===== config.mk =====
export PLATFORM = sky130hd
export DESIGN_NAME = ins_decoder
export DESIGN_NICKNAME = d
export VERILOG_FILES = /design/src/rtl/ins_decoder.sv
export SDC_FILE = /design/constraint.sdc
export NUM_CORES = 1
export LEC_CHECK = 0
export BUFFER_PORTS_ARGS = -buffer_cell sky130_fd_sc_hd__buf_2
export CAP_MARGIN = 40
export CORE_MARGIN = 4
export CORE_UTILIZATION = 43
export DETAILED_ROUTE_END_ITERATION = 10
export GPL_TIMING_DRIVEN = 0
export PLACE_DENSITY = 0.73
export SLEW_MARGIN = 15
export SYNTH_ARGS = -nofsm -noshare
export SYNTH_HDL_FRONTEND = slang
export SYNTH_SLANG_ARGS = --single-unit

===== constraint.sdc =====
create_clock -name clk -period 1.7 [get_ports clk]
set_input_delay 0.17 -clock clk [delete_from_list [all_inputs] [get_ports clk]]
set_output_delay 0.17 -clock clk [all_outputs]
set_load 0.05 [all_outputs]

===== src/rtl/ins_decoder.sv =====
// Instruction decoder / step sequencer for a multi-cycle CPU.
// Holds the instruction register and the halt flag; every control output is
// combinational from the external step counter, the held instruction,
// the PSW flags and the halt flag.
module ins_decoder (
  input  logic       clk,
  input  logic       Rst,
  input  logic [7:0] InsM,
  input  logic [1:0] InsL,
  input  logic [2:0] Cnt,
  input  logic [1:0] PSW_NZC,
  output logic       Flag,
  output logic       ALUop,
  output logic       Buff_PSW,
  output logic       Branch,
  output logic [1:0] Jump,
  output logic       Buff_PC,
  output logic       Buff_MEMIns,
  output logic       MEMresource,
  output logic       ALUorNot,
  output logic       LIorMOV,
  output logic       WE_MEM,
  output logic       WE_RF,
  output logic       PCplus1orWB,
  output logic       LI,
  output logic       WBresource,
  output logic       RBresource,
  output logic       OprandB,
  output logic       Done
);

  typedef enum logic [4:0] {
    OP_ALU    = 5'b00000,
    OP_LHI    = 5'b00001,
    OP_LLI    = 5'b00010,
    OP_LDRRI  = 5'b00011,
    OP_LDRRR  = 5'b00100,
    OP_STRRI  = 5'b00101,
    OP_STRCMP = 5'b00110,
    OP_ADDI   = 5'b00111,
    OP_SUBI   = 5'b01000,
    OP_MOV    = 5'b01011,
    OP_JMP    = 5'b10000,
    OP_JALRL  = 5'b10001,
    OP_JALRR  = 5'b10010,
    OP_JR     = 5'b10011,
    OP_BCOND  = 5'b11000,
    OP_BAL    = 5'b11001,
    OP_SYS    = 5'b11100
  } opcode_e;

  logic [9:0] ir_q, ir_d;
  logic       done_q, done_d;

  opcode_e    op;
  logic [2:0] cond;
  logic [1:0] fn;
  logic       is_alu, is_cmp, is_imm_alu, is_sub, is_carry;
  logic       is_ldr, is_str, is_ri, is_hlt, is_jal, taken;

  assign op   = opcode_e'(ir_q[9:5]);
  assign cond = ir_q[4:2];
  assign fn   = ir_q[1:0];

  // Instruction classification from the held IR.
  always_comb begin
    is_cmp     = (op == OP_STRCMP) && (fn == 2'b01);
    is_imm_alu = (op == OP_ADDI) || (op == OP_SUBI);
    is_alu     = (op == OP_ALU) || is_imm_alu || is_cmp;
    is_sub     = ((op == OP_ALU) && fn[1]) || (op == OP_SUBI) || is_cmp;
    is_carry   = (op == OP_ALU) && fn[0];
    is_ldr     = (op == OP_LDRRI) || (op == OP_LDRRR);
    is_str     = (op == OP_STRRI) || ((op == OP_STRCMP) && (fn == 2'b00));
    is_ri      = (op == OP_LDRRI) || (op == OP_STRRI);
    is_hlt     = (op == OP_SYS) && (fn == 2'b01);
    is_jal     = (op == OP_JALRL) || (op == OP_JALRR);
    case (cond)
      3'd0:    taken = ~PSW_NZC[1];
      3'd1:    taken =  PSW_NZC[1];
      3'd2:    taken =  PSW_NZC[0];
      3'd3:    taken = ~PSW_NZC[0];
      default: taken = 1'b0;
    endcase
    if (op == OP_BAL) taken = 1'b1;
  end

  // Next-state: IR loads at fetch, halt flag sets at HLT execute; both frozen once halted.
  always_comb begin
    ir_d   = ir_q;
    done_d = done_q;
    if (!done_q) begin
      if (Cnt == 3'd0) ir_d = {InsM, InsL};
      if ((Cnt == 3'd2) && is_hlt) done_d = 1'b1;
    end
  end

  // State registers with synchronous reset.
  always_ff @(posedge clk) begin
    if (Rst) begin
      ir_q   <= '0;
      done_q <= 1'b0;
    end else begin
      ir_q   <= ir_d;
      done_q <= done_d;
    end
  end

  // Control outputs per step; all zero under reset and past an instruction's last step.
  always_comb begin
    Flag        = 1'b0;
    ALUop       = 1'b0;
    Buff_PSW    = 1'b0;
    Branch      = 1'b0;
    Jump        = 2'b00;
    Buff_PC     = 1'b0;
    Buff_MEMIns = 1'b0;
    MEMresource = 1'b0;
    ALUorNot    = 1'b0;
    LIorMOV     = 1'b0;
    WE_MEM      = 1'b0;
    WE_RF       = 1'b0;
    PCplus1orWB = 1'b0;
    LI          = 1'b0;
    WBresource  = 1'b0;
    RBresource  = 1'b0;
    OprandB     = 1'b0;
    Done        = 1'b0;
    if (Rst) begin
      Done = 1'b0;
    end else if (done_q) begin
      Buff_PC = 1'b1;
      Jump    = 2'b11;
      Done    = 1'b1;
    end else if (Cnt == 3'd0) begin
      Buff_MEMIns = 1'b1;
    end else if (Cnt != 3'd1) begin
      if (is_alu) begin
        if ((Cnt == 3'd2) || (Cnt == 3'd3)) begin
          ALUorNot = 1'b1;
          ALUop    = is_sub;
          Flag     = is_carry;
          OprandB  = is_imm_alu;
        end
        if (Cnt == 3'd3) begin
          Buff_PSW = 1'b1;
          Buff_PC  = 1'b1;
          WE_RF    = ~is_cmp;
        end
      end else if ((op == OP_LHI) || (op == OP_LLI) || (op == OP_MOV)) begin
        if (Cnt == 3'd2) begin
          WE_RF   = 1'b1;
          Buff_PC = 1'b1;
          LI      = (op == OP_LHI);
          LIorMOV = (op == OP_MOV);
        end
      end else if (is_ldr) begin
        if ((Cnt >= 3'd2) && (Cnt <= 3'd4)) OprandB = is_ri;
        if ((Cnt == 3'd3) || (Cnt == 3'd4)) MEMresource = 1'b1;
        if (Cnt == 3'd4) begin
          WBresource = 1'b1;
          WE_RF      = 1'b1;
          Buff_PC    = 1'b1;
        end
      end else if (is_str) begin
        if ((Cnt == 3'd2) || (Cnt == 3'd3)) begin
          OprandB    = is_ri;
          RBresource = 1'b1;
        end
        if (Cnt == 3'd3) begin
          MEMresource = 1'b1;
          WE_MEM      = 1'b1;
          Buff_PC     = 1'b1;
        end
      end else if (Cnt == 3'd2) begin
        Buff_PC = 1'b1;
        if ((op == OP_BCOND) || (op == OP_BAL)) begin
          Branch = 1'b1;
          Jump   = taken ? 2'b01 : 2'b00;
        end else if ((op == OP_JMP) || (op == OP_JALRL)) begin
          Jump = 2'b01;
        end else if ((op == OP_JALRR) || (op == OP_JR)) begin
          Jump = 2'b10;
        end else if (is_hlt) begin
          Jump = 2'b11;
        end
        if (is_jal) begin
          WE_RF       = 1'b1;
          PCplus1orWB = 1'b1;
        end
      end
    end
  end

endmodule


==> results of run 1 <==
[sequential cells by signal, indices dropped and copies added, names as in the netlist]
name and count:
ir_q 10, done_q 1
[synth_stat cells, types with 3 or more instances]
master / instances
a21oi_1: 13
o21ai_0: 4
nand2b_1: 4
nor3b_1: 3
nor2b_1: 7
inv_1: 5
o21ai_1: 3
buf_2: 6
clkbuf_1: 3
nor3_1: 5
nor4_1: 4
nor2_1: 11
a31oi_1: 3
nand2_1: 26
dfxtp_1: 11
[stage by stage]
step                setup WS (ns)  cells  TNS [ns]  total power [mW]  util, %
global placement          -0.5831    205    -4.154            0.4570    61.43
detailed placement        -0.5614    205    -4.619            0.4613    61.43
global route              -0.7498    226    -8.117            0.7464    84.30
finish                    -0.6882    226    -6.955            0.7118    84.30
floorplan                 -0.5477    146    -3.545            0.4183        -
CTS                       -0.7012    220    -6.758            0.6726    75.31
[cell type report]
type | count | area, sq um | area share (%)
multi-input combinational | 119 | 1036 | 54.51
timing repair buffer | 48 | 434.2 | 22.84
sequential | 11 | 237.7 | 12.51
buffer | 11 | 112.6 | 5.925
tap | 28 | 35.03 | 1.843
clock buffer | 4 | 26.28 | 1.382
inverter | 5 | 18.77 | 0.9875
[worst max-delay path, cell delays in order (launching register included)]
cell and delay (ns):
dfxtp_4 0.37, or2b_1 0.23, a32o_2 0.28, or4_4 0.43, nand2b_4 0.19, buf_12 0.14
nor3_4 0.13, buf_6 0.18
[kinds of logic (layout without fill, tap and decap cells)]
family,count (synthesis),after routing
xor gates and xnor gates,1,1
buffers and inverters,16,68
AOI/OAI and AO/OA,37,37
and+or+nand+nor,81,81
DFF,11,11
[worst max path at each step]
stage	start	to	slack [ns]
2_1_floorplan	ir_q[8]	RBresource	-0.55
3_3_place_gp	ir_q[6]	Buff_PC	-0.58
3_5_place_dp	ir_q[6]	RBresource	-0.56
4_1_cts	ir_q[8]	Buff_PC	-0.70
5_1_grt	ir_q[8]	Branch	-0.75
6_report	ir_q[8]	Branch	-0.69
[power breakdown]
group	leakage, nW	switching, mW	internal, mW	total [mW]
logic	0.609	0.149	0.115	0.264
clock network	0.0150	0.0842	0.0908	0.175
registers	0.0933	0.0115	0.262	0.273
[what timing repair did]
action / 4_1_cts / 5_1_grt
cloned: 0 / 0
gates resized for setup: 60 / 45
pin swaps: 6 / 10
setup buffers: 11 / 5
setup endpoints to repair: 18 / 18
[cell usage in the layout, fill, tap and decap left out, types with 2 or more instances in the layout]
master    instances
nand2b_1          4
a21oi_1          11
inv_1             5
buf_4            14
and4_4            2
buf_2            15
a31oi_1           2
nor2_2            5
buf_8             8
nor2b_2           2
buf_6            17
nor2_1            5
nor3_4            3
nor3_1            2
or3_4             2
nor4_4            2
nand4b_1          2
nand2_1          25
nor4b_4           3
nor3b_1           2
buf_12            2
a21oi_4           3
clkbuf_1          3
nor2_4            2
clkbuf_4          4
dfxtp_4           4
o21ai_0           3
o21ai_2           2
dfxtp_1           5
nor3b_4           2
dfxtp_2           2
nor2b_1           4
nor4_2            2
[routing by layer]
layer	share of wire, %	up-vias
met1	37	639
met3	6.4	23
met2	52	82
met4	4.2	0
met5	0	-
li1	-	632
==> flow_summary_export.csv, run 1 <==
group,metric,value,unit
synth,synth_xor_area_share,0.8444,%
floorplan,start_util,46.00,%
floorplan,die_y,57.12,um
critical_path,reg2regPathDepth,7,
critical_path,worstPathArrival,2.22,ns
grt,grt_max_degree,11,
grt,grt_pass1_vias,1275,
worst_hold_path,holdPathStages,2,
detailed_routing,ant_nets,0,
sta,hold_slack,0.1222,ns
job,max_cap_viol_count,0,
final_layout,fillCellCount,118,
synth,synthAdderAreaFrac,0,%
clock_network,clk_pin_slew,0.07,ns
final_layout,nNetsFinal,216,
floorplan,pin_count,36,
critical_path,rr_endpoint,"done_q",
pwr,p_leak,0.7168,nW
grt,grt_use_met2,40.46,%
synth,ys_ff_latch,11,
detailed_routing,num_vias,1376,
placed_design,hpwlAfterDp,2.413,mm
sta,slew_viol_final,0,
sta,finalHoldViolCount,0,
synth,synth_top_area_share,21.23,%
detailed_routing,post_drt_wl_per_cell,19.39,um
critical_path,path_class,"reg -> out",
final_layout,area_delta_synth_final,83.23,%
synth,synth_enable_flop_cells,0,
clock_network,clk_path_buf_depth,2,
pwr,peakVddDrop,474.5,uV
pwr,power.density,374.5,nW/um^2
sta,worst_pin_slew,0.5509,ns
worst_hold_path,holdPathEnd,"ir_q[6]",
critical_path,required,1.53,ns
sta,setup_viol,17,
critical_path,r2r_start,"ir_q[8]",
sta,fin_ws,-0.6882,ns
placed_design,gp_congestion,0.8785,
placed_design,io_buffers,31,
clock_network,cts_buffers,3,
synth,synth_top_family_by_area,"simple AND/OR/NAND/NOR gates",
clock_network,htree_levels,1,
sta,final.setup_skew,0.002473,ns
floorplan,coreArea,2255,sq um
critical_path,cp-start-kind,"flop",
detailed_routing,viasPerCell,6.088,
status,outcome,"finished, violations left",
grt,grt_pass1_wl,5.830,mm
grt,grt_use_met1,25.54,%
sta,fin_crit,2.388,ns
clock_network,ctsHoldBuffers,0,
floorplan,rows,17,
clock_network,clk-insertion-delay-late,0.27,ns
critical_path,crit_fanout,4,
grt,antenna_found_initial,0,
grt,grt_use_total,22.08,%
synth,syn_inst,146,
synth,syn_area,1037,sq um
synth,synth.yosys.seq_area_share,21.23,%
final_layout,design_area,1901,sq um
synth,avgSynthCellArea,7.104,sq um
floorplan,die_w,57.12,um
clock_network,clock_sinks,11,
synth,synth_compound_area_share,23.28,%
sta,period_share,140.5,%
sta,fmax,418.7,MHz
synth,yosysTopAreaCell,"dfxtp_1",
worst_hold_path,hp-class,"in -> reg",
final_layout,n_antenna_cell,0,
grt,use_met3,3.620,%
synth,ys.flop_type,"dfxtp_1",
synth,synth-simple-area-share,47.04,%
status,violations,"negative setup slack",
detailed_routing,drc,0,
sta,rsz0062_at_grt,"true",
synth,synth.area.mux_share,0,%
detailed_routing,totalWireLength,4.383,mm
clock_network,cts_root_buffer,"clkbuf_4",
final_layout,drive_above_1_share,57.58,%
detailed_routing,drtIter0Drc,68,
detailed_routing,first_pass_iters,4,
synth,ys_async_sr_fraction,0,%
critical_path,endpoint_kind,"output port",
placed_design,placed_cell_area,1385,sq um
synth,syn-num-nets,163,
floorplan,fp.dieArea,3262,sq um
critical_path,rrSetupSlack,0.42,ns
synth,ys_top_cells_by_area,"dfxtp_1 (21%), nand2_1 (9.4%), a21oi_1 (6.3%)",
synth,yosysUniqueCellTypes,48,
grt,busiest_layer,"met2",
worst_hold_path,hold_start,"Rst",
sta,max_slew_margin,63.20,%
clock_network,cts_tree,"yes",
grt,gr-total-overflow,0,
synth,yosysWarnings,0,
Power figures use the tool's default switching activity.
==> run 2: changes to the inputs <==
--- a/config.mk
+++ b/config.mk
@@ -16,3 +16,4 @@
 export SYNTH_ARGS = -nofsm -noshare
 export SYNTH_HDL_FRONTEND = slang
 export SYNTH_SLANG_ARGS = --single-unit
+export TNS_END_PERCENT = 10
==> run 2 against run 1 <==
Largest power group unchanged. First-iteration DRC count is 40% lower. Final cell count fell by 6.2%. Sequential cell count did not move. Register-to-register slack lost 0.16 ns. Critical path depth stayed put. Global-route usage shrank 2.5 points. Wire length decreased by 27%. Total power down 9.1%. Setup slack better by 0.043 ns. The run still ends with negative setup slack left. Highest routed layer unchanged.
==> flow_summary_export.csv, run 2 (same netlist as run 1, synthesis figures left out) <==
group,metric,value,unit
status,outcome,"finished, violations left",
status,violations,"negative setup slack",
detailed_routing,num_vias,1235,
critical_path,endpoint_kind,"output port",
final_layout,nNetsFinal,202,
critical_path,path_class,"reg -> out",
clock_network,htree_levels,1,
clock_network,cts_tree,"yes",
grt,grt_pass1_wl,5.161,mm
critical_path,rrSetupSlack,0.26,ns
final_layout,drive_above_1_share,41.85,%
detailed_routing,viasPerCell,5.825,
sta,fmax,426.4,MHz
placed_design,hpwlAfterDp,2.336,mm
clock_network,cts_root_buffer,"clkbuf_4",
worst_hold_path,hp-class,"in -> reg",
final_layout,largest_reg_flops,10,
job,max_cap_viol_count,0,
final_layout,regArea,229.0,sq um
grt,gr-total-overflow,0,
floorplan,fp.dieArea,3262,sq um
floorplan,die_w,57.12,um
final_layout,multi_input_area,855.8,sq um
sta,worst_pin_slew,0.4506,ns
sta,finalHoldViolCount,0,
pwr,peakVddDrop,488.7,uV
final_layout,final_cell_mix,"nand2_1 (25), buf_2 (17), buf_4 (14)",
sta,rsz0062_at_grt,"true",
final_layout,fillCellCount,190,
clock_network,ctsHoldBuffers,0,
placed_design,gp_congestion,0.9407,
pwr,switching_share,33.63,%
critical_path,path_cells,"or2b_1 -> a32o_1 -> or4_4 -> nand2b_4 -> buf_4 -> nor2b_2 -> buf_6",
final_layout,top_regs,"ir_q: 10 flops, done_q: 1 flops",
pwr,pwr-share-clk,28.3,%
clock_network,clock_sinks,11,
floorplan,start_util,46.00,%
detailed_routing,ant_nets,0,
pwr,p_leak,0.5901,nW
placed_design,placed_cell_area,1299,sq um
sta,final.setup_skew,0.008663,ns
pwr,power.density,436.1,nW/um^2
sta,setup_viol,16,
floorplan,rows,17,
critical_path,cpPeakStageDelay,0.45,ns
placed_design,io_buffers,31,
placed_design,placed_cells_incl_taps,205,
clock_network,cts_buffers,3,
pwr,internal_power,0.4295,mW
grt,grt_use_total,19.59,%
sta,hold_slack,0.08886,ns
final_layout,design_area,1484,sq um
grt,grt_pass1_vias,1165,
final_layout,n_antenna_cell,0,
pwr,sequentialPowerShare,42.4,%
critical_path,critPathSlowestCell,"or4_4",
clock_network,clk-insertion-delay-late,0.27,ns
grt,antenna_found_initial,0,
final_layout,area_delta_synth_final,43.06,%
final_layout,final_util,65.82,%
grt,grt_max_degree,11,
pwr,p_total,0.6471,mW
critical_path,crit_fanout,4,
detailed_routing,first_pass_iters,4,
sta,slew_viol_final,0,
clock_network,clk_path_buf_depth,2,
floorplan,coreArea,2255,sq um
sta,period_share,138.0,%
critical_path,required,1.53,ns
critical_path,cp-start-kind,"flop",
final_layout,final_common_cell,"nand2_1",
detailed_routing,totalWireLength,3.203,mm
clock_network,clk_pin_slew,0.08,ns
floorplan,die_y,57.12,um
sta,fin_ws,-0.6452,ns
detailed_routing,drtIter0Drc,41,
detailed_routing,post_drt_wl_per_cell,15.11,um
pwr,p_sw,0.2176,mW
detailed_routing,drc,0,
pwr,power_frac_comb,29.2,%
critical_path,worstPathArrival,2.18,ns
final_layout,layoutNonFillerInstCount,212,
floorplan,pin_count,36,
sta,max_slew_margin,69.96,%
sta,fin_crit,2.345,ns
final_layout,largest_register,"ir_q",
-- run 2: cell types whose count changed in the layout (fill, tap and decap cells not counted), moves of 2 or more --
cell      before  now
buf_8          8    1
a21oi_4        3    0
buf_6         17    7
nor2_4         2    0
dfxtp_2        2    4
buf_12         2    0
buf_2         15   17
nor2_2         5    2
a21oi_2        0    3
clkbuf_4       4    6
dfxtp_4        4    1
nor2_1         5   10
-- run 2: power groups by stage --
stage | sequential (mW) | clock (mW) | combinational [mW]
6_report | 0.274 | 0.183 | 0.189
5_1_grt | 0.276 | 0.211 | 0.204
4_1_cts | 0.274 | 0.190 | 0.178
3_5_place_dp | 0.280 | 0 | 0.168
3_3_place_gp | 0.280 | 0 | 0.165
2_1_floorplan | 0.277 | 0 | 0.128
-- run 2: final cells by class --
class,count,area share (%)
Timing Repair Buffer,34,15.94
Clock buffer,4,1.771
Tap cell,28,2.361
Buffer,11,5.565
Inverter,5,1.265
Sequential cell,11,15.43
Multi-Input combinational cell,119,57.67
-- run 2: metal layers --
| metal | global-route usage, % | up-vias | wire length, um |
|---|---|---|---|
| li1 | - | 604 | - |
| met1 | 23.68 | 582 | 1318 |
| met2 | 34.26 | 43 | 1610 |
| met3 | 4.751 | 6 | 220 |
| met4 | 5.629 | 0 | 53 |
| met5 | 0 | - | 0 |
-- run 2: worst max-delay path: cells and delay by family, from the launching register on --
kind                   cells  cell delay (ns)
AO/OA/AOI/OAI              1             0.26
buffers and inverters      2             0.32
flip-flops                 1             0.35
AND/OR/NAND/NOR            4             0.99
-- run 2: timing repair --
item | in CTS | in global routing
gates resized for setup | 33 | 16
hold endpoints to repair | 0 | 0
setup endpoints to repair | 18 | 18
buffers inserted | 0 | 2
gates cloned | 0 | 0
pin swaps | 2 | 7
-- run 2: metrics by stage --
stage,worst slack (ns),TNS (ns)
floorplan,-0.5560,-5.824
global placement,-0.5016,-4.460
detailed placement,-0.5271,-4.976
CTS,-0.7062,-7.559
global route,-0.7428,-8.797
finish,-0.6452,-7.059
-- run 2: path summary, 6_finish.rpt --
kind / to / cells after the start / start
worst max-delay path: WE_MEM / 7 / ir_q[8]
worst min-delay path: ir_q[6] / 2 / Rst
worst max register to register: ir_q[9] / 5 / done_q
worst min register to register: ir_q[4] / 2 / ir_q[4]
==> run 3: changes to the inputs <==
--- a/config.mk
+++ b/config.mk
@@ -7,11 +7,13 @@
 export LEC_CHECK = 0
 export BUFFER_PORTS_ARGS = -buffer_cell sky130_fd_sc_hd__buf_2
 export CAP_MARGIN = 40
+export CORE_ASPECT_RATIO = 1.25
 export CORE_MARGIN = 4
 export CORE_UTILIZATION = 43
 export DETAILED_ROUTE_END_ITERATION = 10
 export GPL_TIMING_DRIVEN = 0
 export PLACE_DENSITY = 0.73
+export SKIP_LAST_GASP = 1
 export SLEW_MARGIN = 15
 export SYNTH_ARGS = -nofsm -noshare
 export SYNTH_HDL_FRONTEND = slang
==> constraint.sdc (replaced) <==
create_clock -name clk -period 1.7 [get_ports clk]
set_input_delay 0.17 -clock clk [delete_from_list [all_inputs] [get_ports clk]]
set_output_delay 0.17 -clock clk [all_outputs]
set_load 0.01 [all_outputs]
==> run 3 against run 2 <==
The flow still finishes with violations (negative setup slack). Global-route usage shrank 1.9 points. Clock skew decreased by 0.0083 ns. Core utilization is 8.4 points lower. Die area increased by 0.15%. Critical path depth down 1. First-iteration DRC count fell by 29%. Sequential cell count unchanged. Combinational power down 21%. Sequential power hardly changed. Clock-buffer cell count did not move. Critical endpoint is now RBresource. Largest power group unchanged.
==> flow_summary_export.csv, run 3 (same netlist as run 1, synthesis figures left out) <==
group,metric,value,unit
sta,finalHoldViolCount,0,
clock_network,htree_levels,1,
critical_path,crit_fanout,4,
critical_path,cp-start-kind,"flop",
critical_path,r2r_start,"done_q",
critical_path,critPathSlowestCell,"or4_4",
sta,period_share,135.6,%
clock_network,clk-insertion-delay-late,0.27,ns
critical_path,critPathTopFamily,"simple AND/OR/NAND/NOR gates",
sta,fmax,433.9,MHz
grt,grt_pass1_wl,4.616,mm
final_layout,layoutNonFillerInstCount,213,
floorplan,pin_count,36,
sta,final.setup_skew,0.0003556,ns
worst_hold_path,hold_start,"Rst",
critical_path,worstPathArrival,2.13,ns
floorplan,start_util,45.93,%
floorplan,coreArea,2258,sq um
detailed_routing,totalWireLength,2.832,mm
worst_hold_path,holdPathEnd,"ir_q[7]",
final_layout,final_cell_mix,"buf_2 (35), nand2_1 (26), a21oi_1 (13)",
grt,grt_pass1_vias,1073,
pwr,pwr-share-clk,29.7,%
detailed_routing,viasPerCell,5.526,
final_layout,top_regs,"ir_q: 10 flops, done_q: 1 flops",
pwr,p_total,0.6026,mW
clock_network,cts_tree,"yes",
pwr,p_sw,0.1816,mW
final_layout,largest_register,"ir_q",
critical_path,path_class,"reg -> out",
job,max_cap_viol_count,0,
detailed_routing,num_vias,1177,
placed_design,hpwlAfterDp,2.277,mm
status,violations,"negative setup slack",
pwr,switching_share,30.13,%
detailed_routing,post_drt_wl_per_cell,13.30,um
critical_path,path_cells,"or2b_1 -> a32o_2 -> or4_4 -> nand2b_4 -> nor4b_4 -> buf_2",
critical_path,rrSetupSlack,0.41,ns
critical_path,rr_endpoint,"ir_q[1]",
grt,grt_max_degree,11,
final_layout,drive_above_1_share,34.07,%
sta,rsz0062_at_grt,"true",
pwr,power_frac_comb,24.8,%
clock_network,cts_buffers,3,
pwr,sequentialPowerShare,45.5,%
final_layout,design_area,1296,sq um
status,outcome,"finished, violations left",
clock_network,clk_path_buf_depth,2,
sta,setup_viol,15,
pwr,peakVddDrop,488.6,uV
critical_path,reg2regPathDepth,5,
sta,max_slew_margin,71.08,%
critical_path,cpPeakStageDelay,0.43,ns
placed_design,placed_cells_incl_taps,209,
detailed_routing,first_pass_iters,4,
detailed_routing,drtIter0Drc,29,
final_layout,n_antenna_cell,0,
grt,gr-total-overflow,0,
placed_design,gp_congestion,0.8390,
floorplan,fp.dieArea,3267,sq um
pwr,internal_power,0.4210,mW
floorplan,die_y,62.91,um
critical_path,cp.buffers_inverters,1,
final_layout,final_common_cell,"buf_2",
final_layout,area_delta_synth_final,24.97,%
sta,worst_pin_slew,0.4329,ns
critical_path,required,1.53,ns
critical_path,endpoint_kind,"output port",
final_layout,nNetsFinal,200,
final_layout,final_util,57.40,%
placed_design,placed_cell_area,1246,sq um
floorplan,rows,19,
clock_network,cts_root_buffer,"clkbuf_4",
sta,hold_slack,0.08048,ns
floorplan,die_w,51.93,um
worst_hold_path,hp-class,"in -> reg",
detailed_routing,drc,0,
placed_design,io_buffers,31,
pwr,power.density,464.9,nW/um^2
clock_network,clock_sinks,11,
clock_network,ctsHoldBuffers,0,
grt,antenna_found_initial,0,
clock_network,clk_pin_slew,0.07,ns
final_layout,largest_reg_flops,10,
detailed_routing,ant_nets,0,
sta,slew_viol_final,0,
grt,grt_use_total,17.67,%
worst_hold_path,holdPathStages,2,
sta,fin_ws,-0.6047,ns
sta,fin_crit,2.305,ns
pwr,p_leak,0.5228,nW
==> run 3: repair_timing <==
action	4_1_cts	5_1_grt
buffers inserted	0	0
endpoints found under the setup margin	15	16
pin swaps	1	1
gates resized for setup	8	5
==> run 3: final cells by class <==
cell class              instances  area, sq um
fillers                       223        962.2
multi-input cells             119        755.7
flip-flops and latches         11        225.2
repair buffers                 32        160.2
plain buffers                  11        71.32
well taps                      31        38.79
clock buffers                   4        26.28
inverters                       5        18.77
==> run 3: power groups by stage <==
stage               clock network (mW)  logic, mW  registers, mW
finish                           0.179      0.150          0.274
global route                     0.201      0.164          0.275
CTS                              0.186      0.147          0.274
detailed placement                   0      0.145          0.279
global placement                     0      0.141          0.279
floorplan                            0      0.105          0.277
==> run 3: how the worst max path moves through the flow <==
stage,from,endpoint,slack (ns),depth (start not counted)
6_report,ir_q[8],RBresource,-0.60,6
5_1_grt,ir_q[7],OprandB,-0.76,7
2_1_floorplan,ir_q[8],RBresource,-0.15,5
3_3_place_gp,ir_q[6],Buff_PC,-0.38,7
3_5_place_dp,ir_q[6],Buff_PC,-0.39,7
4_1_cts,ir_q[8],RBresource,-0.62,6
==> run 3: through the flow <==
step                      worst slack, ns  setup TNS, ns
after global placement            -0.3813         -2.435
after detailed placement          -0.3883         -2.747
after global routing              -0.7560         -7.927
after floorplan                   -0.1536        -0.7128
after CTS                         -0.6221         -6.380
final                             -0.6047         -6.281
==> run 3: per-layer routing <==
layer / track usage [%] / up-vias / routed length, um / part of all wire, %
met5: 0 / - / 0 / 0
met2: 30.50 / 45 / 1434 / 51
met1: 20.84 / 527 / 1173 / 41
li1: - / 600 / - / -
met3: 1.432 / 5 / 176 / 6.2
met4: 9.180 / 0 / 47 / 1.7
==> run 3: worst reg2reg max path, delay by kind of cell, from the launching register on <==
kind | cells | cell delay [ns]
DFF | 1 | 0.43
AOI/OAI and AO/OA | 1 | 0.14
and+or+nand+nor | 3 | 0.31
buffers and inverters | 1 | 0.35
